<file path="src/rtl/health_ctrl.sv">
// health_ctrl: per-fighter HP controller with hit arbitration, invulnerability window and KO.
// Optional regen timer enabled by defining HEALTH_REGEN_EN.
module health_ctrl #(
  parameter int MAX_HP        = 5,
  parameter int PROJ_DMG      = 2,
  parameter int MELEE_DMG     = 1,
  parameter int INVULN_FRAMES = 30,
  parameter int REGEN_FRAMES  = 120
) (
  input  logic       Clk,
  input  logic       Reset_n,
  input  logic       frame_clk,
  input  logic       round_start,
  input  logic       proj_req,
  output logic       proj_ack,
  input  logic       melee_req,
  output logic       melee_ack,
  input  logic       heal_req,
  output logic       heal_ack,
  output logic [2:0] hp,
  output logic [4:0] health_en,
  output logic       invuln,
  output logic       ko
);
  typedef enum logic [1:0] {ALIVE, INVULN, KO} state_t;
  localparam logic [2:0] LP_MAX   = 3'(MAX_HP);
  localparam logic [2:0] LP_PROJ  = 3'(PROJ_DMG);
  localparam logic [2:0] LP_MELEE = 3'(MELEE_DMG);
  localparam logic [5:0] LP_INV   = 6'(INVULN_FRAMES);
  if (MAX_HP != 5 || PROJ_DMG < 1 || MELEE_DMG < 1 || INVULN_FRAMES < 1 || INVULN_FRAMES > 63 ||
      REGEN_FRAMES < 1 || REGEN_FRAMES > 127) begin : g_bad_param
    $error("health_ctrl: parameter out of range");
  end
  state_t     r_state, w_state_n;
  logic [2:0] r_hp, w_hp_n, r_ack, w_ack_n, w_pend, w_gnt, w_dmg;
  logic [4:0] r_en, w_en_n;
  logic [5:0] r_timer, w_timer_n;
  logic       r_frame_q, w_tick, w_hit;
`ifdef HEALTH_REGEN_EN
  localparam logic [6:0] LP_REGEN = 7'(REGEN_FRAMES);
  logic [6:0] r_regen, w_regen_n;
`endif
  assign w_tick = frame_clk & ~r_frame_q;
  // a source that was acked last cycle still shows req; masking it keeps acks single-cycle
  assign w_pend = {proj_req & ~r_ack[2], melee_req & ~r_ack[1], heal_req & ~r_ack[0]};
  assign w_gnt  = w_pend[2] ? 3'b100 : w_pend[1] ? 3'b010 : w_pend[0] ? 3'b001 : 3'b000;
  assign w_dmg  = w_gnt[2] ? LP_PROJ : LP_MELEE;
  assign w_hit  = (r_state == ALIVE) & (w_gnt[2] | w_gnt[1]);
  for (genvar i = 0; i < 5; i++) assign w_en_n[i] = w_hp_n > 3'(i);
  always_comb begin
    w_state_n = r_state;
    w_hp_n    = r_hp;
    w_timer_n = r_timer;
    w_ack_n   = round_start ? 3'b000 : w_gnt;
`ifdef HEALTH_REGEN_EN
    w_regen_n = '0;
`endif
    if (round_start) begin
      w_state_n = ALIVE;
      w_hp_n    = LP_MAX;
      w_timer_n = '0;
    end else if (r_state != KO) begin
      if (w_hit) begin
        w_hp_n    = (r_hp > w_dmg) ? r_hp - w_dmg : 3'd0;
        w_state_n = (w_hp_n == 3'd0) ? KO : INVULN;
        w_timer_n = '0;
      end else if (w_gnt[0]) begin
        w_hp_n = (r_hp < LP_MAX) ? r_hp + 3'd1 : LP_MAX;
      end
      if (r_state == INVULN && w_tick) begin
        w_timer_n = r_timer + 6'd1;
        if (w_timer_n == LP_INV) begin
          w_state_n = ALIVE;
          w_timer_n = '0;
        end
      end
`ifdef HEALTH_REGEN_EN
      // a regen step coinciding with a heal still yields a single +1
      if (r_state == ALIVE && !w_hit && r_hp < LP_MAX) begin
        w_regen_n = r_regen + {6'd0, w_tick};
        if (w_regen_n == LP_REGEN) begin
          w_hp_n    = r_hp + 3'd1;
          w_regen_n = '0;
        end
      end
`endif
    end
  end
  always_ff @(posedge Clk or negedge Reset_n) begin
    if (!Reset_n) begin
      r_state   <= ALIVE;
      r_hp      <= LP_MAX;
      r_en      <= 5'b11111;
      r_ack     <= '0;
      r_timer   <= '0;
      r_frame_q <= 1'b0;
    end else begin
      r_state   <= w_state_n;
      r_hp      <= w_hp_n;
      r_en      <= w_en_n;
      r_ack     <= w_ack_n;
      r_timer   <= w_timer_n;
      r_frame_q <= frame_clk;
    end
  end
`ifdef HEALTH_REGEN_EN
  always_ff @(posedge Clk or negedge Reset_n) begin
    if (!Reset_n) r_regen <= '0;
    else r_regen <= w_regen_n;
  end
`endif
  assign proj_ack  = r_ack[2];
  assign melee_ack = r_ack[1];
  assign heal_ack  = r_ack[0];
  assign hp        = r_hp;
  assign health_en = r_en;
  assign invuln    = (r_state == INVULN);
  assign ko        = (r_state == KO);
endmodule

</file>
<file path="config.mk">
export PLATFORM = sky130hd
export DESIGN_NAME = health_ctrl
export DESIGN_NICKNAME = d
export VERILOG_FILES = /design/src/rtl/health_ctrl.sv
export SDC_FILE = /design/constraint.sdc
export NUM_CORES = 1
export LEC_CHECK = 0
export BUFFER_PORTS_ARGS = -buffer_cell sky130_fd_sc_hd__buf_2
export CAP_MARGIN = 10
export CORE_MARGIN = 3
export CORE_UTILIZATION = 54
export DETAILED_ROUTE_END_ITERATION = 12
export PLACE_DENSITY = 0.77
export SKIP_CTS_REPAIR_TIMING = 1
export SLEW_MARGIN = 20
export SYNTH_ARGS = -nofsm -noshare
export SYNTH_HDL_FRONTEND = slang
export SYNTH_SLANG_ARGS = --single-unit
</file>
<file path="constraint.sdc">
create_clock -name Clk -period 2.5 [get_ports Clk]
set_input_delay 0.375 -clock Clk [delete_from_list [all_inputs] [get_ports Clk]]
set_output_delay 0.375 -clock Clk [all_outputs]
set_load 0.01 [all_outputs]
</file>
==> results.sh, run 1 <==
export IMPL_power_share_sequential_pct=38.6
export IMPL_antenna_found_initial=0
export IMPL_drive_gt1_share_pct=27.9
export IMPL_worstPathRequired_ns=2.73
export IMPL_r2r_setup_slack_ns=0.22
export IMPL_p_clk_share_pct=21.3
export IMPL_synth_seq_cells=20
export IMPL_critPathCaptureType="flop"
export IMPL_p_per_area_nw_per_um2=947
export IMPL_synthCells=118
export IMPL_clkLatencyLatePin_ns=0.31
export IMPL_dp_slack_ns=0.133
export IMPL_post_dp_cell_area_sq_um=1300
export IMPL_setup_viol=0
export IMPL_fmax_mhz=439
export IMPL_critPathMaxStageDelay_ns=0.41
export IMPL_yosysTopAreaCellShare_pct=27.6
export IMPL_grt_use_total_pct=19.8
export IMPL_drc=0
export IMPL_syn2layout_area_growth_pct=15.6
export IMPL_p_int_uw=814
export IMPL_die_h_microns=52.7
export IMPL_cp_slowest_cell="fa_1"
export IMPL_report_final_slew_viol_count=0
export IMPL_path_max_fanout=9
export IMPL_p_comb_share_pct=40.1
export IMPL_clk_pin_slew_ns=0.13
export IMPL_finalNetCount=154
export IMPL_startpoint_type="flop"
export IMPL_maxCapViolCount=0
export IMPL_ys_types=41
export IMPL_drt_iter0_drc=21
export IMPL_cts_sinks=20
export IMPL_yosysWarningCount=0
export IMPL_async_flop_share_pct=100
export IMPL_stdcell_area_sq_um=1360
export IMPL_power_total_uw=1290
export IMPL_crit_path_cell_trace="and2b_4, inv_2, ha_1, inv_1, fa_1, a22o_1, a211oi_2, o21ai_1"
export IMPL_wl_per_cell_microns=14.6
export IMPL_h_tree_depth=1
export IMPL_clockBufferDepth=2
export IMPL_multiInputGateArea_sq_um=637
export IMPL_vias=954
export IMPL_status="finished clean"
export IMPL_swShare_pct=37.0
export IMPL_io_pins=20
export IMPL_n_antenna_cell=0
export IMPL_portBuffers=19
export IMPL_hold_class="in -> reg"
export IMPL_detailedRoute_firstPassIterationCount=4
export IMPL_coreArea_sq_um=2020
export IMPL_row_count=16
export IMPL_finalCritPeriodShare_pct=91.1
export IMPL_cp_num_buf_inv=2
export IMPL_grt_first_pass_wirelength_microns=4000
export IMPL_hold_viol=0
export IMPL_skew_ns=0.00509
export IMPL_synthTopCellsByCount="dfrtp_1 (13), nor2_1 (8), nor3_1 (8), dfstp_2 (7), nand2_1 (7)"
export IMPL_p_sw_uw=478
export IMPL_dieWidth_microns=52.7
export IMPL_synth_edf_count=0
export IMPL_final_seq_area_sq_um=509
export IMPL_netlist_area_sq_um=1180
export IMPL_cts_buffers=3
export IMPL_path_delay_family="compound AO/OA/AOI/OAI gates"
export IMPL_finalWorstSetupSlack_ns=0.222
export IMPL_die_area_sq_um=2780
export IMPL_max_slew_margin_pct=61.3
export IMPL_clockRootBuffer="clkbuf_4"
export IMPL_place_congestion=0.816
export IMPL_netlist_top_cell_by_area="dfrtp_1"
export IMPL_n_fill_cell=166
export IMPL_avgSynthCellArea_sq_um=10.0
export IMPL_cts_tree="built"
export IMPL_grt_overflow=0
export IMPL_drtAntennaViolNets=0
export IMPL_grt_max_degree=21
export IMPL_worst_pin_slew_ns=0.573
export IMPL_viasPerCell=5.71
export IMPL_synth_ff_type="dfrtp_1"
export IMPL_synth_area_leaders="dfrtp_1 (28%), dfstp_2 (16%), ha_1 (5.3%)"
export IMPL_synth_fp_nets=131
export IMPL_final_util_pct=67.5
export IMPL_ys_seq_area_share_pct=43.2
export IMPL_cp_arrival_ns=2.51
export IMPL_tns_ns=0
export IMPL_start_util_pct=58.4
export IMPL_rsz0062_at_grt="no"
export IMPL_critical_path_class="reg -> reg"
export IMPL_layout_min_cycle_time_ns=2.28
export IMPL_dp_hpwl_microns=1830
export IMPL_wl_microns=2430
export IMPL_ir_worst_vdd_mv=0.657
export IMPL_cellLeakagePower_uw=0.000585
export IMPL_yosysMostFrequentCell="dfrtp_1"
export IMPL_grt_pass1_vias=916
==> layer usage <==
layer  up-vias  global-route usage, %  part of all wire, %
li1        477                      -                    -
met1       453                   26.1                   51
met2        22                   31.8                   45
met3         2                   3.70                  3.5
met4         0                   7.66                  1.2
met5         -                      0                    0
==> kinds of logic (layout without fill, tap and decap cells) <==
group / after synthesis / count (layout) / share of synthesized area (%)
simple gates: 50 / 50 / 24.7
compound gates: 29 / 29 / 18.7
flops: 20 / 20 / 43.2
buf+inv: 9 / 31 / 2.86
fa+ha+maj: 6 / 6 / 7.00
xor+xnor: 2 / 2 / 1.48
mux: 2 / 2 / 2.12
==> cell usage in the layout (no fill, tap or decap), types with 2 or more instances in the layout <==
cell type / count
a41o_1: 2
dfrtp_1: 13
clkbuf_4: 3
dfstp_2: 7
nor2b_1: 5
nor3_1: 8
buf_2: 19
nand4_1: 2
nand3b_1: 2
a21oi_1: 5
nand2b_1: 5
ha_1: 5
a211oi_2: 3
a21o_1: 4
nand2_1: 7
nor2_1: 8
o21ai_0: 6
inv_1: 6
nand3_1: 5
==> worst register-to-register path, delay by kind of cell (launching register included) <==
kind            cells  cell delay [ns]
flops               1             0.35
compound gates      3             0.82
fa+ha+maj           2             0.61
simple gates        1             0.21
buf+inv             2             0.20
==> flip-flops by register name, indices dropped and copies added (netlist names) <==
| register | flops |
|---|---|
| health_en | 5 |
| hp | 3 |
| r_ack | 3 |
| r_frame_q | 1 |
| r_state | 2 |
| r_timer | 6 |
==> cell type report <==
class | instances | share of cell area (%)
multi-input cells | 89 | 46.7
flip-flops and latches | 20 | 37.3
repair buffers | 20 | 7.71
well taps | 27 | 2.48
clock inverters | 1 | 2.20
inverters | 7 | 1.93
clock buffers | 3 | 1.65
==> through the flow <==
step / hold slack [ns] / cells
after floorplan: 0.0794 / 118
after global placement: 0.333 / 162
after detailed placement: 0.339 / 162
after CTS: -0.0190 / 166
after global routing: 0.173 / 167
final: 0.188 / 167
==> worst paths after layout <==
path / from / cells after the start / endpoint
setup / recovery: r_ack[2] / 8 / health_en[2]
max in group asynchronous: Reset_n / 2 / health_en[3]
min in group asynchronous: Reset_n / 2 / r_ack[1]
hold / removal: frame_clk / 1 / r_frame_q
hold reg to reg: r_timer[4] / 2 / r_timer[4]
setup reg to reg: r_ack[2] / 8 / health_en[2]
==> power by group through the flow <==
stage,Combinational (uW),Sequential (uW),Clock (uW)
6_report,518,499,275
5_1_grt,575,512,287
3_3_place_gp,504,502,0
3_5_place_dp,516,503,0
4_1_cts,518,498,280
2_1_floorplan,358,505,0
No activity file was read; power rests on OpenSTA's default activity.
==> inputs of run 2 (changes only) <==
--- a/config.mk
+++ b/config.mk
@@ -5,6 +5,7 @@
 export SDC_FILE = /design/constraint.sdc
 export NUM_CORES = 1
 export LEC_CHECK = 0
+export ABC_AREA = 1
 export BUFFER_PORTS_ARGS = -buffer_cell sky130_fd_sc_hd__buf_2
 export CAP_MARGIN = 10
 export CORE_MARGIN = 3
==> results.sh, run 2 <==
export IMPL_status="finished with violations"
export IMPL_violations="hold timing"
export IMPL_top_usage_layer="met2"
export IMPL_swShare_pct=43.3
export IMPL_finalWorstSetupSlack_ns=0.617
export IMPL_cts_tree="built"
export IMPL_synth_seq_cells=20
export IMPL_path_max_fanout=4
export IMPL_synthCells=144
export IMPL_r2r_setup_slack_ns=0.62
export IMPL_die_area_sq_um=2780
export IMPL_p_clk_share_pct=15.4
export IMPL_antenna_found_initial=0
export IMPL_final_util_pct=66.5
export IMPL_regMostFlops="r_timer"
export IMPL_synth_fp_nets=157
export IMPL_dieWidth_microns=52.7
export IMPL_critical_path_class="reg -> reg"
export IMPL_p_sw_uw=554
export IMPL_synth_compound_area_share_pct=5.94
export IMPL_vias=1016
export IMPL_async_flop_share_pct=100
export IMPL_crit_path_cell_trace="inv_1, ha_1, inv_1, fa_1, nand3_1, nand3_1, nor2_1, nor2_1"
export IMPL_use_met3_pct=3.70
export IMPL_ys_types=22
export IMPL_setup_viol=0
export IMPL_grt_first_pass_wirelength_microns=3890
export IMPL_skew_ns=0.00559
export IMPL_avgSynthCellArea_sq_um=8.18
export IMPL_coreArea_sq_um=2020
export IMPL_p_int_uw=726
export IMPL_ir_worst_vdd_mv=0.702
export IMPL_n_fill_cell=175
export IMPL_p_comb_share_pct=47.3
export IMPL_finalCritPeriodShare_pct=75.3
export IMPL_layout_min_cycle_time_ns=1.88
export IMPL_yosys_area_share_adder_pct=7.01
export IMPL_dp_hpwl_microns=1860
export IMPL_cp_num_buf_inv=2
export IMPL_path_depth=8
export IMPL_clockBufferDepth=2
export IMPL_grt_use_total_pct=19.3
export IMPL_synth_edf_count=0
export IMPL_yosysTopAreaCellShare_pct=27.6
export IMPL_p_per_area_nw_per_um2=952
export IMPL_viasPerCell=5.24
export IMPL_cts_sinks=20
export IMPL_grt_pass1_vias=940
export IMPL_drc=0
export IMPL_r2r_start="hp[0]"
export IMPL_r2r_end="r_state[0]"
export IMPL_synth_ff_type="dfrtp_1"
export IMPL_worstPathRequired_ns=2.72
export IMPL_rsz0062_at_grt="no"
export IMPL_cp_arrival_ns=2.11
export IMPL_ys_seq_area_share_pct=43.2
export IMPL_synth_simple_area_share_pct=33.9
export IMPL_hold_class="in -> async"
export IMPL_wl_per_cell_microns=12.3
export IMPL_synth_xor_area_share_pct=2.97
export IMPL_fmax_mhz=531
export IMPL_dp_slack_ns=0.613
export IMPL_crit_start="hp[0]"
export IMPL_power_share_sequential_pct=37.3
export IMPL_grt_max_degree=21
export IMPL_synth_mux_area_share_pct=0
export IMPL_fin_cells=194
export IMPL_use_met2_pct=33.1
export IMPL_globalRouteMet1Util_pct=22.7
export IMPL_io_pins=20
export IMPL_crit_path_end="r_state[0]"
export IMPL_yosysMostFrequentCell="nand2_1"
export IMPL_n_antenna_cell=0
export IMPL_placedCellCount=190
export IMPL_hold_viol=13
export IMPL_cts_buffers=3
export IMPL_path_delay_family="adder cells"
export IMPL_start_util_pct=58.3
export IMPL_drtAntennaViolNets=0
export IMPL_row_count=16
export IMPL_holdWs_ns=-0.0284
export IMPL_clockRootBuffer="clkbuf_4"
export IMPL_critPathMaxStageDelay_ns=0.57
export IMPL_portBuffers=19
export IMPL_synth_top_family_by_area="simple AND/OR/NAND/NOR gates"
export IMPL_synthTopCellsByCount="nand2_1 (28), nand3_1 (22), inv_1 (19), dfrtp_1 (13), nor2_1 (13)"
export IMPL_syn2layout_area_growth_pct=14.0
export IMPL_layout_commonest_cell="nand2_1"
export IMPL_report_final_slew_viol_count=0
export IMPL_critPathCaptureType="flop"
export IMPL_drt_iter0_drc=35
export IMPL_place_congestion=0.871
export IMPL_drive_gt1_share_pct=31.1
export IMPL_startpoint_type="flop"
export IMPL_max_slew_margin_pct=71.9
export IMPL_finalNetCount=181
export IMPL_synth_area_leaders="dfrtp_1 (28%), dfstp_2 (16%), nand3_1 (9.3%)"
export IMPL_netlist_area_sq_um=1180
export IMPL_cellLeakagePower_uw=0.000668
export IMPL_final_cell_mix="nand2_1 (28), nand3_1 (22), inv_1 (19), buf_2 (19)"
export IMPL_wl_microns=2380
export IMPL_clkLatencyLatePin_ns=0.31
export IMPL_worst_pin_slew_ns=0.422
export IMPL_reg2reg_depth=8
export IMPL_netlist_top_cell_by_area="dfrtp_1"
export IMPL_detailedRoute_firstPassIterationCount=4
export IMPL_largest_reg_flops=6
export IMPL_grt_overflow=0
export IMPL_maxCapViolCount=0
export IMPL_h_tree_depth=1
export IMPL_yosysWarningCount=0
export IMPL_tns_ns=0
export IMPL_cp_slowest_cell="dfstp_2"
export IMPL_die_h_microns=52.7
export IMPL_clk_pin_slew_ns=0.12
## run 2: cell families after synthesis
kind of cell             Yosys count
AO/OA/AOI/OAI                     11
XOR/XNOR                           4
adder cells (fa/ha/maj)            6
buffers and inverters             22
flip-flops                        20
AND/OR/NAND/NOR                   81
## run 2: per-layer routing
metal  vias to the layer above  share of wire, %  wire length [microns]
li1                        504                 -                      -
met1                       469                41                    976
met2                        36                50                   1180
met3                         7               6.6                    158
met4                         0               2.7                     65
met5                         -                 0                      0
## run 2: power groups by stage
| stage | sequential [uW] | clock [uW] | combinational, uW |
|---|---|---|---|
| 2_1_floorplan | 505 | 0 | 409 |
| 3_3_place_gp | 484 | 0 | 577 |
| 3_5_place_dp | 483 | 0 | 604 |
| 4_1_cts | 478 | 198 | 607 |
| 5_1_grt | 491 | 208 | 681 |
| 6_report | 478 | 197 | 605 |
## run 2: through the flow
stage / cell area, sq um / total power, uW
6_report: 1340 / 1280
4_1_cts: 1340 / 1280
2_1_floorplan: 1180 / 914
5_1_grt: 1340 / 1380
3_3_place_gp: 1310 / 1060
3_5_place_dp: 1310 / 1090
## run 2: cell type report
cell class                 count  area (sq um)  share of cell area [%]
multi-input combinational    102           587                    43.7
sequential                    20           509                    37.9
clock buffer                   4          36.3                    2.70
inverter                      22          82.6                    6.15
timing repair buffer          19          95.1                    7.08
tap                           27          33.8                    2.51
## run 2: worst min path at each step
stage	end	start	cells past startpoint
after global placement	r_ack[2]	Reset_n	1
final	r_ack[2]	Reset_n	1
after detailed placement	r_ack[2]	Reset_n	1
after CTS	r_ack[2]	Reset_n	1
after floorplan	hp[1]	Reset_n	0
after global routing	r_ack[2]	Reset_n	1
